<file path="src/rtl/btn_ctrl_pkg.sv">
`default_nettype none
// ============================================================================
//  Module   : btn_ctrl_pkg
//  Purpose  : Shared types and default sizing for the front-panel button
//             controller (state encoding, divider/debounce/timeout widths).
//  Revision : 1.0  initial release
// ============================================================================
package btn_ctrl_pkg;

  // Run/stop state of the controller; en is driven straight from this.
  typedef enum logic [0:0] {
    ST_IDLE = 1'b0,
    ST_RUN  = 1'b1
  } state_t;

  // Default sizing used when the top is instantiated without overrides.
  localparam int c_div_bits = 16;
  localparam int c_db_depth = 4;
  localparam int c_to_bits  = 8;

endpackage
`default_nettype wire

</file>
<file path="src/rtl/btn_ctrl_if.sv">
`default_nettype none
// ============================================================================
//  Module   : btn_ctrl_if
//  Purpose  : Bundle of the raw pushbutton inputs and the en/speed control
//             outputs. master = controller side, slave = board/consumer side.
//  Revision : 1.0  initial release
// ============================================================================
interface btn_ctrl_if;
  logic btn_en;
  logic btn_speed;
  logic en;
  logic speed;
  logic en_pulse;
  logic speed_pulse;

  modport master (
    input  btn_en,
    input  btn_speed,
    output en,
    output speed,
    output en_pulse,
    output speed_pulse
  );

  modport slave (
    output btn_en,
    output btn_speed,
    input  en,
    input  speed,
    input  en_pulse,
    input  speed_pulse
  );
endinterface
`default_nettype wire

</file>
<file path="src/rtl/btn_debounce.sv">
`default_nettype none
// ============================================================================
//  Module   : btn_debounce
//  Purpose  : Tick-sampled shift-register debouncer for one raw button with a
//             rising-edge one-pulse on the debounced level.
//  Revision : 1.0  initial release
// ============================================================================
module btn_debounce #(
  parameter int DB_DEPTH = 4
) (
  input  wire logic clk,
  input  wire logic rst,
  input  wire logic i_tick,
  input  wire logic i_raw,
  output logic      o_level,
  output logic      o_pulse
);

  logic [DB_DEPTH-1:0] r_shift;
  logic [DB_DEPTH-1:0] w_shift_nxt;
  logic                r_level;
  logic                r_level_d;

  // The level decision looks at the register contents including the sample
  // being shifted in now, so the level moves on the same edge as the
  // DB_DEPTH-th matching sample rather than one tick later.
  assign w_shift_nxt = {r_shift[DB_DEPTH-2:0], i_raw};

  // Sample the raw input on each tick and update the debounced level.
  always_ff @(posedge clk or posedge rst) begin
    if (rst) begin
      r_shift <= '0;
      r_level <= 1'b0;
    end else if (i_tick) begin
      r_shift <= w_shift_nxt;
      if (&w_shift_nxt) begin
        r_level <= 1'b1;
      end else if (~|w_shift_nxt) begin
        r_level <= 1'b0;
      end
    end
  end

  // One-cycle delayed copy of the level for rising-edge detection.
  always_ff @(posedge clk or posedge rst) begin
    if (rst) begin
      r_level_d <= 1'b0;
    end else begin
      r_level_d <= r_level;
    end
  end

  assign o_level = r_level;
  assign o_pulse = r_level & ~r_level_d;

endmodule
`default_nettype wire

</file>
<file path="src/rtl/btn_ctrl.sv">
`default_nettype none
// ============================================================================
//  Module   : btn_ctrl
//  Purpose  : Front-panel controller. Debounces the run/stop and speed
//             buttons, turns presses into single-cycle strobes and drives the
//             level-type en/speed controls for the LED pattern block.
//  Options  : BTN_CTRL_AUTOSTOP_EN - drop back to idle after 2^TO_BITS
//             sample ticks in RUN without any button press.
//  Revision : 1.0  initial release
// ============================================================================
module btn_ctrl
  import btn_ctrl_pkg::*;
#(
  parameter int DIV_BITS = c_div_bits,
  parameter int DB_DEPTH = c_db_depth,
  parameter int TO_BITS  = c_to_bits
) (
  input wire logic  clk,
  input wire logic  rst,
  btn_ctrl_if.master bus
);

  logic [DIV_BITS-1:0] r_div;
  logic                w_tick;
  logic                w_en_pulse;
  logic                w_speed_pulse;
  logic                w_en_level_unused;
  logic                w_speed_level_unused;
  logic                w_timeout;
  state_t              r_state;
  state_t              w_state_nxt;
  logic                r_speed;
  logic                w_speed_nxt;

  // Free-running sample divider; tick fires on the all-ones count.
  always_ff @(posedge clk or posedge rst) begin
    if (rst) begin
      r_div <= '0;
    end else begin
      r_div <= r_div + 1'b1;
    end
  end

  assign w_tick = &r_div;

  btn_debounce #(
    .DB_DEPTH (DB_DEPTH)
  ) u_db_en (
    .clk     (clk),
    .rst     (rst),
    .i_tick  (w_tick),
    .i_raw   (bus.btn_en),
    .o_level (w_en_level_unused),
    .o_pulse (w_en_pulse)
  );

  btn_debounce #(
    .DB_DEPTH (DB_DEPTH)
  ) u_db_speed (
    .clk     (clk),
    .rst     (rst),
    .i_tick  (w_tick),
    .i_raw   (bus.btn_speed),
    .o_level (w_speed_level_unused),
    .o_pulse (w_speed_pulse)
  );

`ifdef BTN_CTRL_AUTOSTOP_EN
  logic [TO_BITS-1:0] r_to;

  // Ticks spent in RUN since the last press; any press or leaving RUN restarts it.
  always_ff @(posedge clk or posedge rst) begin
    if (rst) begin
      r_to <= '0;
    end else if (w_en_pulse || w_speed_pulse || (r_state != ST_RUN)) begin
      r_to <= '0;
    end else if (w_tick) begin
      r_to <= r_to + 1'b1;
    end
  end

  // A press in the same cycle takes priority over the timeout.
  assign w_timeout = w_tick && (r_state == ST_RUN) && (&r_to)
                     && !w_en_pulse && !w_speed_pulse;
`else
  localparam int c_to_bits_unused = TO_BITS;
  assign w_timeout = 1'b0;
`endif

  // State and speed registers.
  always_ff @(posedge clk or posedge rst) begin
    if (rst) begin
      r_state <= ST_IDLE;
      r_speed <= 1'b0;
    end else begin
      r_state <= w_state_nxt;
      r_speed <= w_speed_nxt;
    end
  end

  // Next state: en press toggles run/stop and swallows a coincident speed press.
  always_comb begin
    w_state_nxt = r_state;
    w_speed_nxt = r_speed;
    case (r_state)
      ST_IDLE: begin
        if (w_en_pulse) begin
          w_state_nxt = ST_RUN;
        end
      end
      ST_RUN: begin
        if (w_en_pulse) begin
          w_state_nxt = ST_IDLE;
        end else begin
          if (w_speed_pulse) begin
            w_speed_nxt = ~r_speed;
          end
          if (w_timeout) begin
            w_state_nxt = ST_IDLE;
          end
        end
      end
      default: begin
        w_state_nxt = ST_IDLE;
      end
    endcase
  end

  assign bus.en          = (r_state == ST_RUN);
  assign bus.speed       = r_speed;
  assign bus.en_pulse    = w_en_pulse;
  assign bus.speed_pulse = w_speed_pulse;

endmodule
`default_nettype wire

</file>
<file path="src/flat_wrapper.sv">
// flat-port wrapper written by rule: the top's interface ports become plain ports
module btn_ctrl_flat import btn_ctrl_pkg::*;
#(
  parameter int DIV_BITS = c_div_bits,
  parameter int DB_DEPTH = c_db_depth,
  parameter int TO_BITS  = c_to_bits
)
  (clk, rst, bus_btn_en, bus_btn_speed, bus_en, bus_speed, bus_en_pulse, bus_speed_pulse);
  btn_ctrl_if bus_i ();
  input wire logic clk;
  input wire logic rst;
  input wire logic [$bits(bus_i.btn_en)-1:0] bus_btn_en;
  input wire logic [$bits(bus_i.btn_speed)-1:0] bus_btn_speed;
  output wire logic [$bits(bus_i.en)-1:0] bus_en;
  output wire logic [$bits(bus_i.speed)-1:0] bus_speed;
  output wire logic [$bits(bus_i.en_pulse)-1:0] bus_en_pulse;
  output wire logic [$bits(bus_i.speed_pulse)-1:0] bus_speed_pulse;
  assign bus_i.btn_en = bus_btn_en;
  assign bus_i.btn_speed = bus_btn_speed;
  assign bus_en = bus_i.en;
  assign bus_speed = bus_i.speed;
  assign bus_en_pulse = bus_i.en_pulse;
  assign bus_speed_pulse = bus_i.speed_pulse;
  btn_ctrl #(.DIV_BITS(DIV_BITS), .DB_DEPTH(DB_DEPTH), .TO_BITS(TO_BITS)) u_core (.clk(clk), .rst(rst), .bus(bus_i));
endmodule
</file>
<file path="config.mk">
export PLATFORM = sky130hd
export DESIGN_NAME = btn_ctrl_flat
export DESIGN_NICKNAME = d
export VERILOG_FILES = /design/src/rtl/btn_ctrl_pkg.sv /design/src/rtl/btn_ctrl_if.sv /design/src/rtl/btn_debounce.sv /design/src/rtl/btn_ctrl.sv /design/src/flat_wrapper.sv
export SDC_FILE = /design/constraint.sdc
export NUM_CORES = 1
export LEC_CHECK = 0
export CORE_MARGIN = 1.5
export CORE_UTILIZATION = 53
export DETAILED_ROUTE_END_ITERATION = 8
export PLACE_DENSITY = 0.78
export SLEW_MARGIN = 0
export SYNTH_ARGS = -nofsm -noshare
export SYNTH_HDL_FRONTEND = slang
export SYNTH_SLANG_ARGS = --single-unit
</file>
<file path="constraint.sdc">
create_clock -name clk -period 4.26 [get_ports clk]
set_input_delay 0.852 -clock clk [delete_from_list [all_inputs] [get_ports clk]]
set_output_delay 0.852 -clock clk [all_outputs]
set_load 0.05 [all_outputs]
</file>
==> results.toml, run 1 <==
[run_status]
outcome = "finished clean"

[place]
dp_cells = 128
place.gp.congestion = 0.756
dp_slack_ps = 2050
io_buffer_count = 7
hpwl_mm = 1.28

[global_route]
overflow = 0
antenna_found_initial = 0
grtUsageTotal = 0.167
grt_pass1_wl_mm = 3.14
grt_max_degree = 29
grt_pass1_vias = 685

[sta]
finalSetupViolCount = 0
timing.fmax_mhz = 386
tns_ps = 0
tightest_slew_ps = 1020
rsz0062_at_grt = "no"
slew_headroom = 0.320
drv_slew = 0
fin_ws_ps = 1670
min_period_ps = 2590
finalHoldViolations = 0
fin_crit_sh = 0.609
whs_ps = 448
clock_skew_ps = 12.2

[worst_setup_path]
cpPeakStageDelay_ps = 820
crit_path_end_kind = "output port"
worstPathBufferInverterCount = 1
cp.required_ps = 3410
path_class = "register to output port"
cp.arrival_ps = 1740
crit_fanout = 4
cpMaxStageDelayCell = "clkdlybuf4s50_1"
cpLargestDelayFamily = "buffers and inverters"
path_cells = "nor2b_1, clkdlybuf4s50_1"
start_kind = "register"

[synthesis]
seq_area_frac_synth = 0.569
netlist_area_um2 = 1230
synth_cell_type_count = 25
synth_cells = 94
synth_top_cell_by_area = "dfrtp_1"
synth_nets = 99
synthDominantCellAreaShare = 0.569
avgSynthCellArea_um2 = 13.1
synth_area_leaders = "dfrtp_1 (57%), mux2_4 (7.3%), xnor2_1 (7.1%), xor2_1 (4.3%), nand3_1 (2.0%)"
yosys_warnings = 0
ys_ff_latch = 28

[clock_network]
cts_tree = "yes"
cts.path.max_buffers = 2
post_cts_resized = 0
cts-root-buf = "clkbuf_4"
cts_num_sinks = 28
clkTransAtPathRegs_ps = 140
postCtsHoldBufs = 0
clk_latency_ps = 320
postCtsSetupRepairBufs = 0
numCtsBuffers = 3
cts_max_level = 1

[die]
rows = 17
die_w_um = 51.2
die_y_um = 51.2
start_util = 0.557
die_area_um2 = 2620
pin_count = 8
fp.coreArea_um2 = 2210

[layout]
syn2layout_area_growth_pct = 8.73
n_antenna_cell = 0
final_cell_mix = "dfrtp_1 (28), xnor2_1 (10), clkdlybuf4s50_1 (7)"
multi_input_area_um2 = 500
final_common_cell = "dfrtp_1"
fin_nets = 110
regArea_um2 = 701
nFillCells = 185
drive_gt1_frac = 0.146
fin_cells = 131

[power_and_ir_drop]
leakage_nw = 0.639
irDropWorstVdd_v = 0.000296
power_density_nw_per_um2 = 282
total_power_mw = 0.378

[drt]
drc_errors = 0
routedWlPerCell_um = 13.6
wl_mm = 1.79
viasPerCell = 5.32
num_vias = 697
drtIter0Drc = 17
ant_nets = 0
drt_first_pass_iters = 4

[worst_hold_path]
hold_class = "register to register"

[job]
maxCapViolCount = 0
==> worst register-to-register path, stage by stage, from the launching register on <==
cell and delay, ps:
dfrtp_1 480, nand4_4 160, nor4_4 390, and2_4 290
mux2_4 310
==> final cells by class <==
| type | instances | area share |
|---|---|---|
| Timing Repair Buffer | 7 | 0.0523 |
| Sequential cell | 28 | 0.523 |
| Clock buffer | 3 | 0.0168 |
| Tap cell | 28 | 0.0261 |
| Inverter | 3 | 0.00840 |
| Multi-Input combinational cell | 62 | 0.373 |
==> cell families (layout without fill, tap and decap cells) <==
| logic type | Yosys count | in the layout | share of synthesized area |
|---|---|---|---|
| muxes | 6 | 6 | 0.0731 |
| xor gates and xnor gates | 16 | 16 | 0.114 |
| and+or+nand+nor | 35 | 35 | 0.185 |
| DFF | 28 | 28 | 0.569 |
| buffers and inverters | 4 | 13 | 0.0254 |
| AOI/OAI and AO/OA | 4 | 4 | 0.0244 |
| adders and majority gates | 1 | 1 | 0.0102 |
==> worst paths after layout <==
check	from	endpoint	slack, ps	depth (start not counted)
setup reg to reg	u_core.r_div[8]	u_core.u_db_speed.r_shift[1]	2530	4
max in group asynchronous	rst	u_core.r_div[4]	2580	2
min in group asynchronous	rst	u_core.bus.speed	1050	2
hold reg to reg	u_core.u_db_speed.o_level	u_core.u_db_speed.r_level_d	450	0
setup / recovery	u_core.u_db_speed.o_level	bus_speed_pulse	1670	2
hold / removal	u_core.u_db_speed.o_level	u_core.u_db_speed.r_level_d	450	0
==> routing by layer <==
| metal | GRT usage | wire, um | share of wire | vias up |
|---|---|---|---|---|
| li1 | - | - | - | 340 |
| met1 | 0.230 | 866 | 0.48 | 346 |
| met2 | 0.260 | 842 | 0.47 | 9 |
| met3 | 0.0614 | 65 | 0.036 | 2 |
| met4 | 0.0263 | 14 | 0.0078 | 0 |
| met5 | 0 | 0 | 0 | - |
==> state kept, by name, summed over array words and instances (netlist names) <==
name / cells
u_core.u_db_en.r_level_d: 1
u_core.u_db_speed.o_level: 1
u_core.u_db_en.r_shift: 3
u_core.r_div: 16
u_core.u_db_speed.r_shift: 3
u_core.bus.speed: 1
u_core.u_db_speed.r_level_d: 1
u_core.bus.en: 1
u_core.u_db_en.o_level: 1
==> cells in the mapped netlist <==
| library cell | count |
|---|---|
| a31oi_1 | 2 |
| nor4_1 | 2 |
| a311oi_1 | 2 |
| and4_1 | 1 |
| ha_1 | 1 |
| nand2_1 | 6 |
| nand2b_1 | 2 |
| nand4_4 | 1 |
| nand3_4 | 1 |
| inv_1 | 3 |
| xnor2_1 | 10 |
| nor2_1 | 6 |
| and3_1 | 3 |
| and2_4 | 1 |
| nand3_1 | 5 |
| buf_12 | 1 |
| nand4_1 | 1 |
| nor4_4 | 1 |
| nor3_1 | 2 |
| xor2_1 | 6 |
| dfrtp_1 | 28 |
| and3_2 | 1 |
| mux2_4 | 6 |
| nor2b_1 | 1 |
| nand2_2 | 1 |
==> metrics by stage <==
| step | util | instance area (um^2) |
|---|---|---|
| global route | 0.606 | 1340 |
| floorplan | - | 1230 |
| global placement | 0.596 | 1320 |
| CTS | 0.606 | 1340 |
| finish | 0.606 | 1340 |
| detailed placement | 0.596 | 1320 |
==> power by group <==
| group | total, mW | internal (mW) | leakage, nW | switching [mW] |
|---|---|---|---|---|
| Clock | 0.104 | 0.0331 | 0.0138 | 0.0704 |
| Combinational | 0.00886 | 0.00293 | 0.248 | 0.00594 |
| Sequential | 0.266 | 0.266 | 0.377 | 0 |
| Total | 0.378 | 0.302 | 0.639 | 0.0763 |
Note: power is estimated with default switching activity, not from simulation.
==> inputs of run 2 (changes only) <==
==> constraint.sdc (replaced) <==
create_clock -name clk -period 2.6 [get_ports clk]
set_input_delay 0.52 -clock clk [delete_from_list [all_inputs] [get_ports clk]]
set_output_delay 0.52 -clock clk [all_outputs]
set_load 0.05 [all_outputs]
==> results.toml, run 2 (same netlist as run 1, synthesis figures left out) <==
[layout]
largest_reg_flops = 16
n_antenna_cell = 0
fin_cells = 132
fin_nets = 111
reg_top3 = "u_core.r_div (16), u_core.u_db_en.r_shift (3), u_core.u_db_speed.r_shift (3)"
drive_gt1_frac = 0.154
final_common_cell = "dfrtp_1"
final_cell_mix = "dfrtp_1 (28), xnor2_1 (10), clkdlybuf4s50_1 (7)"
postLayoutCellArea_um2 = 1350
multi_input_area_um2 = 500
nFillCells = 186
final_util = 0.609
regMostFlops = "u_core.r_div"
syn2layout_area_growth_pct = 9.34
regArea_um2 = 701

[worst_setup_path]
crit_fanout = 3
path_class = "register to output port"
startpoint = "u_core.u_db_en.r_level_d"
timing.rr.start = "u_core.r_div[8]"
cp.arrival_ps = 1740
r2r_cells = 4
cp.required_ps = 2080
crit_path_end_kind = "output port"
start_kind = "register"

[global_route]
overflow = 0
grt_max_degree = 29
antenna_found_initial = 0
grt_pass1_vias = 683
grt_pass1_wl_mm = 3.05
grtUsageTotal = 0.164

[sta]
slew_headroom = 0.671
rsz0062_at_grt = "no"
finalSetupViolCount = 0
tightest_slew_ps = 491
tns_ps = 0
timing.fmax_mhz = 442
whs_ps = 451
finalHoldViolations = 0
fin_crit_sh = 0.871
drv_slew = 0
clock_skew_ps = 3.22
min_period_ps = 2260
fin_ws_ps = 336

[worst_hold_path]
worstHoldStart = "u_core.u_db_speed.o_level"
holdPathStages = 0
hold_class = "register to register"

[clock_network]
numCtsBuffers = 3
cts_max_level = 1
clkTransAtPathRegs_ps = 130
postCtsSetupRepairBufs = 0
cts.path.max_buffers = 2
cts_tree = "yes"
cts-root-buf = "clkbuf_4"
clk_latency_ps = 320
postCtsHoldBufs = 0
post_cts_resized = 0
cts_num_sinks = 28

[drt]
drc_errors = 0
ant_nets = 0
drt_first_pass_iters = 4
num_vias = 690
viasPerCell = 5.23
drtIter0Drc = 18
wl_mm = 1.77
routedWlPerCell_um = 13.4

[power_and_ir_drop]
total_power_mw = 0.620
power_density_nw_per_um2 = 460
leakage_nw = 0.644
irDropWorstVdd_v = 0.000412

[die]
die_area_um2 = 2620
fp.coreArea_um2 = 2210
die_w_um = 51.2
pin_count = 8
rows = 17
die_y_um = 51.2
start_util = 0.557

[run_status]
outcome = "finished clean"

[place]
dp_cells = 129
placed_area_um2 = 1330
dp_slack_ps = 694
hpwl_mm = 1.31
io_buffer_count = 7
place.gp.congestion = 0.777

[job]
maxCapViolCount = 0
## run 2: cell count changes in the layout (fill, tap and decap cells not counted), sizes merged
cell | previous run | this run
buf | 0 | 1
## run 2: final cells by class
| cell class | count | share of cell area |
|---|---|---|
| well taps | 28 | 0.0260 |
| flip-flops and latches | 28 | 0.520 |
| clock buffers | 3 | 0.0167 |
| repair buffers | 8 | 0.0576 |
| inverters | 3 | 0.00836 |
| multi-input cells | 62 | 0.371 |
## run 2: worst max-delay path, stage by stage, from the launching register on
cell,delay [ps]
dfrtp_1,380
nand2b_1,180
inv_1,70
clkdlybuf4s50_1,790
## run 2: worst paths after layout
check,end,slack (ps)
max,bus_en_pulse,340
min,u_core.u_db_speed.r_level_d,450
max reg2reg,u_core.u_db_speed.r_shift[0],880
min reg2reg,u_core.u_db_speed.r_level_d,450
max in group asynchronous,u_core.r_div[0],1800
min in group asynchronous,u_core.r_div[14],550
## run 2: layer usage
layer,GRT usage,up-vias,part of all wire
li1,-,343,-
met1,0.227,336,0.47
met2,0.236,9,0.48
met3,0.0614,2,0.037
met4,0.0614,0,0.0096
met5,0,-,0
## run 2: power breakdown
group          internal (mW)  switching [mW]
logic                0.00582         0.00985
registers              0.435               0
clock network         0.0543           0.114
total                  0.496           0.124
==> inputs of run 3 (changes only) <==
--- a/config.mk
+++ b/config.mk
@@ -7,6 +7,7 @@
 export LEC_CHECK = 0
 export CORE_MARGIN = 1.5
 export CORE_UTILIZATION = 53
+export CTS_CLUSTER_SIZE = 28
 export DETAILED_ROUTE_END_ITERATION = 8
 export PLACE_DENSITY = 0.78
 export SLEW_MARGIN = 0
==> results of run 3 <==
Final layout, timing and power as in run 2 (identical DEF).
